--- src/rtl/regfile_defs.sv ---
// rtl/regfile_defs.sv - shared register-file constants and decode encodings
//
// Purpose: default geometry for the 2-read/1-write register file and the operand
//          select encoding decode uses when steering register-file outputs.
// Ports:   none (package).

package regfile_defs;

   localparam int DEF_DATA_W = 8;
   localparam int DEF_ADDR_W = 3;

   // Operand source chosen by decode for each ALU input.
   typedef enum logic [1:0] {
      OPSEL_REG  = 2'd0,
      OPSEL_IMM  = 2'd1,
      OPSEL_PC   = 2'd2,
      OPSEL_ZERO = 2'd3
   } opsel_e;

endpackage

--- src/rtl/regfile_read_port.sv ---
// rtl/regfile_read_port.sv - one registered read port of the register file
//
// Purpose: resolves one read per cycle (zero-entry, clear, bypass, array) and
//          holds the last result while the port is disabled.
// Ports:   clock, reset          - clock, async active-high reset
//          clr                   - synchronous clear of the whole file
//          re, a                 - read enable and address
//          mem_data, mem_valid   - array contents/valid flag at address a
//          wr_en, wa, wd         - write actually committing this cycle
//          rd, rd_valid          - registered read result

module regfile_read_port #(
   parameter int DATA_W   = 8,
   parameter int ADDR_W   = 3,
   parameter int BYPASS   = 1,
   parameter int ZERO_REG = 0
) (
   input  logic              clock,
   input  logic              reset,
   input  logic              clr,
   input  logic              re,
   input  logic [ADDR_W-1:0] a,
   input  logic [DATA_W-1:0] mem_data,
   input  logic              mem_valid,
   input  logic              wr_en,
   input  logic [ADDR_W-1:0] wa,
   input  logic [DATA_W-1:0] wd,
   output logic [DATA_W-1:0] rd,
   output logic              rd_valid
);

   logic [DATA_W-1:0] rd_q, rd_d;
   logic              rd_valid_q, rd_valid_d;

   always_comb begin
      rd_d       = rd_q;
      rd_valid_d = rd_valid_q;
      if (re) begin
         // Hardwired zero entry wins even over clr.
         if ((ZERO_REG != 0) && (a == '0)) begin
            rd_d       = '0;
            rd_valid_d = 1'b1;
         end else if (clr) begin
            rd_d       = '0;
            rd_valid_d = 1'b0;
         end else if ((BYPASS != 0) && wr_en && (wa == a)) begin
            // wr_en already excludes dropped writes and clr.
            rd_d       = wd;
            rd_valid_d = 1'b1;
         end else begin
            rd_d       = mem_data;
            rd_valid_d = mem_valid;
         end
      end
   end

   always_ff @(posedge clock or posedge reset) begin
      if (reset) begin
         rd_q       <= '0;
         rd_valid_q <= 1'b0;
      end else begin
         rd_q       <= rd_d;
         rd_valid_q <= rd_valid_d;
      end
   end

   assign rd       = rd_q;
   assign rd_valid = rd_valid_q;

endmodule

--- src/rtl/regfile_2r1w.sv ---
// rtl/regfile_2r1w.sv - parametrised register file, one write and two read ports
//
// Purpose: storage array with per-entry valid flags, synchronous clear-all and
//          two independent registered read ports (optional bypass, optional
//          hardwired-zero entry 0).
// Ports:   clock, reset              - clock, async active-high reset
//          clr                       - clear all entries and valid flags
//          we, wa, wd                - write port
//          re1, a1 / rd1, rd1_valid  - read port 1
//          re2, a2 / rd2, rd2_valid  - read port 2

module regfile_2r1w
   import regfile_defs::*;
#(
   parameter int DATA_W   = DEF_DATA_W,
   parameter int ADDR_W   = DEF_ADDR_W,
   parameter int BYPASS   = 1,
   parameter int ZERO_REG = 0
) (
   input  logic              clock,
   input  logic              reset,
   input  logic              clr,
   input  logic              we,
   input  logic [ADDR_W-1:0] wa,
   input  logic [DATA_W-1:0] wd,
   input  logic              re1,
   input  logic [ADDR_W-1:0] a1,
   output logic [DATA_W-1:0] rd1,
   output logic              rd1_valid,
   input  logic              re2,
   input  logic [ADDR_W-1:0] a2,
   output logic [DATA_W-1:0] rd2,
   output logic              rd2_valid
);

   localparam int DEPTH = 2 ** ADDR_W;

   logic [DATA_W-1:0] mem_q [DEPTH];
   logic [DATA_W-1:0] mem_d [DEPTH];
   logic [DEPTH-1:0]  valid_q, valid_d;
   logic              wr_en;

   // Writes to the hardwired-zero entry are dropped; clr drops any write.
   assign wr_en = we && !clr && !((ZERO_REG != 0) && (wa == '0));

   always_comb begin
      mem_d   = mem_q;
      valid_d = valid_q;
      if (clr) begin
         for (int i = 0; i < DEPTH; i++) begin
            mem_d[i] = '0;
         end
         valid_d = '0;
      end else if (wr_en) begin
         mem_d[wa]   = wd;
         valid_d[wa] = 1'b1;
      end
   end

   always_ff @(posedge clock or posedge reset) begin
      if (reset) begin
         for (int i = 0; i < DEPTH; i++) begin
            mem_q[i] <= '0;
         end
         valid_q <= '0;
      end else begin
         mem_q   <= mem_d;
         valid_q <= valid_d;
      end
   end

   regfile_read_port #(
      .DATA_W   (DATA_W),
      .ADDR_W   (ADDR_W),
      .BYPASS   (BYPASS),
      .ZERO_REG (ZERO_REG)
   ) u_port1 (
      .clock     (clock),
      .reset     (reset),
      .clr       (clr),
      .re        (re1),
      .a         (a1),
      .mem_data  (mem_q[a1]),
      .mem_valid (valid_q[a1]),
      .wr_en     (wr_en),
      .wa        (wa),
      .wd        (wd),
      .rd        (rd1),
      .rd_valid  (rd1_valid)
   );

   regfile_read_port #(
      .DATA_W   (DATA_W),
      .ADDR_W   (ADDR_W),
      .BYPASS   (BYPASS),
      .ZERO_REG (ZERO_REG)
   ) u_port2 (
      .clock     (clock),
      .reset     (reset),
      .clr       (clr),
      .re        (re2),
      .a         (a2),
      .mem_data  (mem_q[a2]),
      .mem_valid (valid_q[a2]),
      .wr_en     (wr_en),
      .wa        (wa),
      .wd        (wd),
      .rd        (rd2),
      .rd_valid  (rd2_valid)
   );

endmodule
--- config.mk ---
export PLATFORM = sky130hd
export DESIGN_NAME = regfile_2r1w
export DESIGN_NICKNAME = d
export VERILOG_FILES = /design/src/rtl/regfile_defs.sv /design/src/rtl/regfile_read_port.sv /design/src/rtl/regfile_2r1w.sv
export SDC_FILE = /design/constraint.sdc
export NUM_CORES = 1
export LEC_CHECK = 0
export BUFFER_PORTS_ARGS = -buffer_cell sky130_fd_sc_hd__buf_2
export CORE_MARGIN = 2
export CORE_UTILIZATION = 50
export CTS_BUF_LIST = sky130_fd_sc_hd__clkbuf_16
export CTS_CLUSTER_DIAMETER = 80
export DETAILED_ROUTE_END_ITERATION = 12
export PLACE_DENSITY = 0.74
export SYNTH_ARGS = -nofsm -noshare
export SYNTH_HDL_FRONTEND = slang
export SYNTH_SLANG_ARGS = --single-unit
--- constraint.sdc ---
create_clock -name clock -period 5.75 [get_ports clock]
set_input_delay 1.725 -clock clock [delete_from_list [all_inputs] [get_ports clock]]
set_output_delay 1.725 -clock clock [all_outputs]
set_load 0.05 [all_outputs]
**Word-level counts from Yosys, hierarchy flattened**

Cells that the tools add are included.

- Reduce and logical (&&, ||, !) cells: 7
- Multiplexer cells: 27
- Bitwise logic cells: 4
- Eq/ne operators: 2
- $lt $le $gt $ge: 8

Operators with widths:

| operator | count |
|---|---|
| 2-to-1 mux 64 bit | 2 |
| 2-to-1 mux 8 bit | 11 |
| bitwise mux 64 bit | 1 |
| binary-select mux 8 bit (select 3 bit) | 2 |
| demux 8 bit (select 3 bit) | 1 |
| >= comparator 4 bit (second input constant) | 3 |
| less-than comparator 3 x 4 -> 1 bit (second input constant) | 3 |
| NOT 3 -> 4 bit | 3 |
| OR 8 bit | 1 |
| 2-to-1 mux 1 bit | 7 |
| binary-select mux 1 bit (select 3 bit) | 2 |
| == test 3 bit | 2 |
| logical AND 1 bit | 5 |
| less-than comparator 4 x 1 -> 1 bit (second input constant) | 1 |
| demux 1 bit (select 3 bit) | 1 |
| >= comparator 3 x 1 -> 1 bit (second input constant) | 1 |
| nonzero test 2 bit | 1 |
| zero test 1 bit | 1 |

- Word-level logic and storage cells: 61
- Bits in registers: 90
- Output and inout bits: 18
- Bits of input ports: 23

**Longest topological paths before layout**

- Depth after elaboration: 8
- Gate-level depth with buffers: 5
- Mapped depth without buffers: 3

**Hierarchy**

A second synthesis with hierarchy kept.

- Cells, all modules: 422
- Area, all modules: 5366.4 sq um

Modules (own cells, without submodules):

| module | times used | area an instance (sq um) | cells an instance |
|---|---|---|---|
| regfile_2r1w | 1 | 4077.7 | 296 |
| regfile_read_port | 2 | 644.4 | 63 |

**Least setup slack after synthesis**

Ideal clock, no wire load.

- Path type: in2reg
- Start point: input a1[1]
- End point: register u_port1.rd_q[0] (netlist: u_port1.rd[0])
- Data arrival time: 2.710 ns
- Data required time: 5.609 ns
- Stages: 5
- Slack: 2.899 ns
- Buffers on the path: 2
- Cell sequence: buf_6 > buf_12 > mux4_2 > mux2i_1 > o221ai_1

- Cells in the longest elaborated chain, start to end: 6
- Elaborated cells between the ends (all ways): 8
- Those cells by class: eq/ne (1); mux (5); bitwise (1); reduce/logical (1)

Ends and longest elaborated chain:

| what | RTL line | RTL |
|---|---|---|
| start, declared | regfile_2r1w.sv:27 | `input logic [ADDR_W-1:0] a1,` |
| NOT 3 -> 4 bit (implied by the code) | regfile_2r1w.sv:83 | `.mem_data (mem_q[a1]),` |
| binary-select mux 8 bit (select 3 bit) | regfile_2r1w.sv:83 |  |
| 2-to-1 mux 8 bit (implied by the code) (2 in series) | regfile_2r1w.sv:83 |  |
| 2-to-1 mux 8 bit (*) | regfile_read_port.sv:46 | `end else if ((BYPASS != 0) && wr_en && (wa == a)) begin` |
| 2-to-1 mux 8 bit (*) | regfile_read_port.sv:43 | `end else if (clr) begin` |
| end signal, assigned | regfile_read_port.sv:62 | `rd_q <= rd_d;` |
| end, declared | regfile_read_port.sv:32 | `logic [DATA_W-1:0] rd_q, rd_d;` |

Mark *: on every way between the ends. The rest lies on a longest branch, timed or not. The select of a mux whose other input is x is not followed.
A chain may end at the register's enable or synchronous reset.

**Worst setup path in the final report**

- Start point: input clr
- End point: register mem_q[33] in the netlist's numbering

- Cells in the longest elaborated chain, start to end: 3
- Elaborated cells between the ends (all ways): 4
- Those cells by class: mux (1); reduce/logical (3)

Ends and longest elaborated chain:

| what | RTL line | RTL |
|---|---|---|
| start, declared | regfile_2r1w.sv:22 | `input logic clr,` |
| zero test 1 bit | regfile_2r1w.sv:44 | `assign wr_en = we && !clr && !((ZERO_REG != 0) && (wa == '0));` |
| logical AND 1 bit | regfile_2r1w.sv:44 |  |
| nonzero test 2 bit (no line) | n/a |  |
| end signal, assigned | regfile_2r1w.sv:67 | `mem_q <= mem_d;` |
| end, declared | regfile_2r1w.sv:38 | `logic [DATA_W-1:0] mem_q [DEPTH];` |

Several ways; a longest one is shown, not always the timed one.

==> results.txt <==
Total Routing Usage GR: 26.5%
Reg clk slew, reported paths: 60 ps
Max clock buf depth: 2
CTS Hold Buffers Added: 0
Gr ovfl total: 0
CTS tree: yes
Num rows: 36
Synth Area in Compound Gates: 12.2%
Detailed Place HPWL: 8200 um
Antenna violation net count after detailed routing: 0
Antenna cells: 0
Initial antenna violation count: 0
Gate Count Post-Synth: 387
Pwr dens: 271 nW/um2
Period utilisation layout: 56.0%
Status: finished, final reports clean
Pre-CTS WS: 2240 ps
Crit end category: register
DR iter-0 viols: 251
Final min period: 3220 ps
Register area share after synthesis: 45.7%
Synth Area in Adders: 0%
H-tree levels: 3
Routed len/inst: 24.6 um
CTS sink cnt: 90
Area growth syn-to-layout: 9.64%
# DRC: 0
XOR/XNOR Fraction of Synth Area: 1.37%
DR pass1 iterations: 5
Core ar.: 9680 um2
Synth Register Bits: 90
Synth Area per Inst: 12.7 um2
Layout cells sized above 1: 20.5%
Num ports: 41
Vias in the first global route: 3524
DIE AREA: 10700 um2
Setup_tns: 0 ps
Max Slew Vio Count: 0
TritonCTS Buffers: 9
Main combinational cell family by area after synthesis: multiplexers
Fin. Hold Viols: 0
Pin count of the biggest net entering global routing: 60
Slew HR: 11.0%
Worst VDD drop: 132 uV
Static leakage: 2.53 nW
Post-synthesis mux area share: 24.7%
Critical path class: in2reg
Port Buffers: 40
Total wire length: 13300 um
Die width: 103 um
Final WS setup: 2530 ps
Fill cells: 798
Simple-gate area share of the yosys netlist: 10.6%
HP Class: reg2reg
Global placer's final weighted congestion: 0.856
Area of the mapped netlist: 4930 um2
RSZ-0062 raised after global routing: no
WP data required: 6020 ps
First-pass GRT wire length: 20300 um
Avg Vias per Cell: 6.67
Final setup violation count: 0
PostCTS Resize Cnt: 0
Crit path DAT: 3490 ps
Initial core utilization: 50.9%
Root buffer cell: clkbuf_16
Worst-Margin Slew: 1330 ps
Post-Syn Nets: 410
Die extent in y: 103 um
Synth warn: 0
Crit path launch type: primary input
Max Cap Viol: 0
Worst-path maximum fanout: 49
Worst skew pair latency: 350 ps
Routed vias: 3614
Unique masters post-synth: 36
FMAX: 0.311 GHz
Postcts setup bufs: 0
# nets final: 428
Setup Skew: 8.69 ps
[routing by layer]
layer / global-route usage [%] / part of all wire, % / vias up
li1: - / - / 1514
met4: 13.7 / 3.5 / 0
met5: 0 / 0 / -
met2: 41.7 / 48 / 211
met3: 4.84 / 8.3 / 44
met1: 35.4 / 40 / 1845
[area by class of cell]
| class | count | area [um2] | share of cell area (%) |
|---|---|---|---|
| clock buffers | 9 | 225 | 4.16 |
| clock inverters | 6 | 92.6 | 1.71 |
| inverters | 10 | 38.8 | 0.717 |
| multi-input cells | 252 | 2420 | 44.7 |
| flip-flops and latches | 90 | 2250 | 41.6 |
| well taps | 133 | 166 | 3.08 |
| repair buffers | 42 | 215 | 3.98 |
[through the flow]
| stage | instance area (um2) | hold WS [ps] | std cells | total power [W] | utilization [%] |
|---|---|---|---|---|---|
| 6_report | 5410 | 486 | 542 | 0.00147 | 55.8 |
| 4_1_cts | 5410 | 491 | 542 | 0.00146 | 55.8 |
| 5_1_grt | 5410 | 525 | 542 | 0.00150 | 55.8 |
| 2_1_floorplan | 4930 | 455 | 387 | 0.000798 | - |
| 3_3_place_gp | 5090 | 464 | 527 | 0.000837 | 52.6 |
| 3_5_place_dp | 5090 | 476 | 527 | 0.000840 | 52.6 |
[flip-flops by register name (all words and copies together) (netlist names)]
| register | cells |
|---|---|
| u_port2.rd | 8 |
| mem_q | 64 |
| u_port1.rd | 8 |
| u_port1.rd_valid | 1 |
| valid_q | 8 |
| u_port2.rd_valid | 1 |
[cell families (layout without fill, tap and decap cells)]
group	Yosys count	after routing
and+or+nand+nor	98	98
DFF	90	90
AOI/OAI and AO/OA	78	78
muxes	70	70
buffers and inverters	45	67
xor gates and xnor gates	6	6
[cell usage after synthesis, drive strengths merged]
library cell	instances	share of area, %
inv	10	0.76
dfrtp	90	46
clkbuf	12	0.91
nor3b	1	0.38
nor4b	1	0.48
nand2b	19	2.4
buf	23	3.8
nand4	5	0.63
mux4	36	18
nand2	35	2.7
and3b	2	0.36
xnor2	6	1.4
nor4bb	1	0.20
and3	2	0.25
and4bb	1	0.25
a21oi	17	1.7
o221ai	16	2.8
nor3	1	0.20
or4b	1	0.20
a31oi	5	0.76
and4	1	0.18
nor2b	3	0.38
a41o	2	0.41
a22o	32	5.7
and2b	1	0.15
mux2i	34	6.9
o21ai	2	0.20
nor2	24	1.8
a21o	4	0.61
[power by group]
part | total [W] | internal, W | switching, W
Sequential | 0.000661 | 0.000649 | 0.0000121
Combinational | 0.000169 | 0.0000554 | 0.000114
Clock | 0.000635 | 0.000380 | 0.000255
Total | 0.00147 | 0.00108 | 0.000381
[worst max-delay path, stage by stage]
cell	delay (ps)
buf_2	400
a31oi_1	1100
a22o_1	260
[cell usage in the layout (no fill, tap or decap), types with 16 or more instances in the layout]
cell	instances
nand2b_1	19
nor2_1	24
mux4_1	18
a21oi_1	17
o221ai_1	16
a22o_1	32
mux4_2	18
dfrtp_1	90
buf_2	40
mux2i_1	34
nand2_1	35
[path summary, 6_finish.rpt]
path / to / slack (ps) / startpoint / cells past startpoint
setup / recovery: mem_q[33] / 2530 / clr / 3
max in group asynchronous: mem_q[63] / 3150 / reset / 3
hold / removal: valid_q[3] / 490 / valid_q[3] / 1
setup reg to reg: u_port1.rd_valid / 4290 / valid_q[1] / 3
min in group asynchronous: mem_q[56] / 1570 / reset / 2
hold reg to reg: valid_q[3] / 490 / valid_q[3] / 1
(Power assumes the default switching activity.)
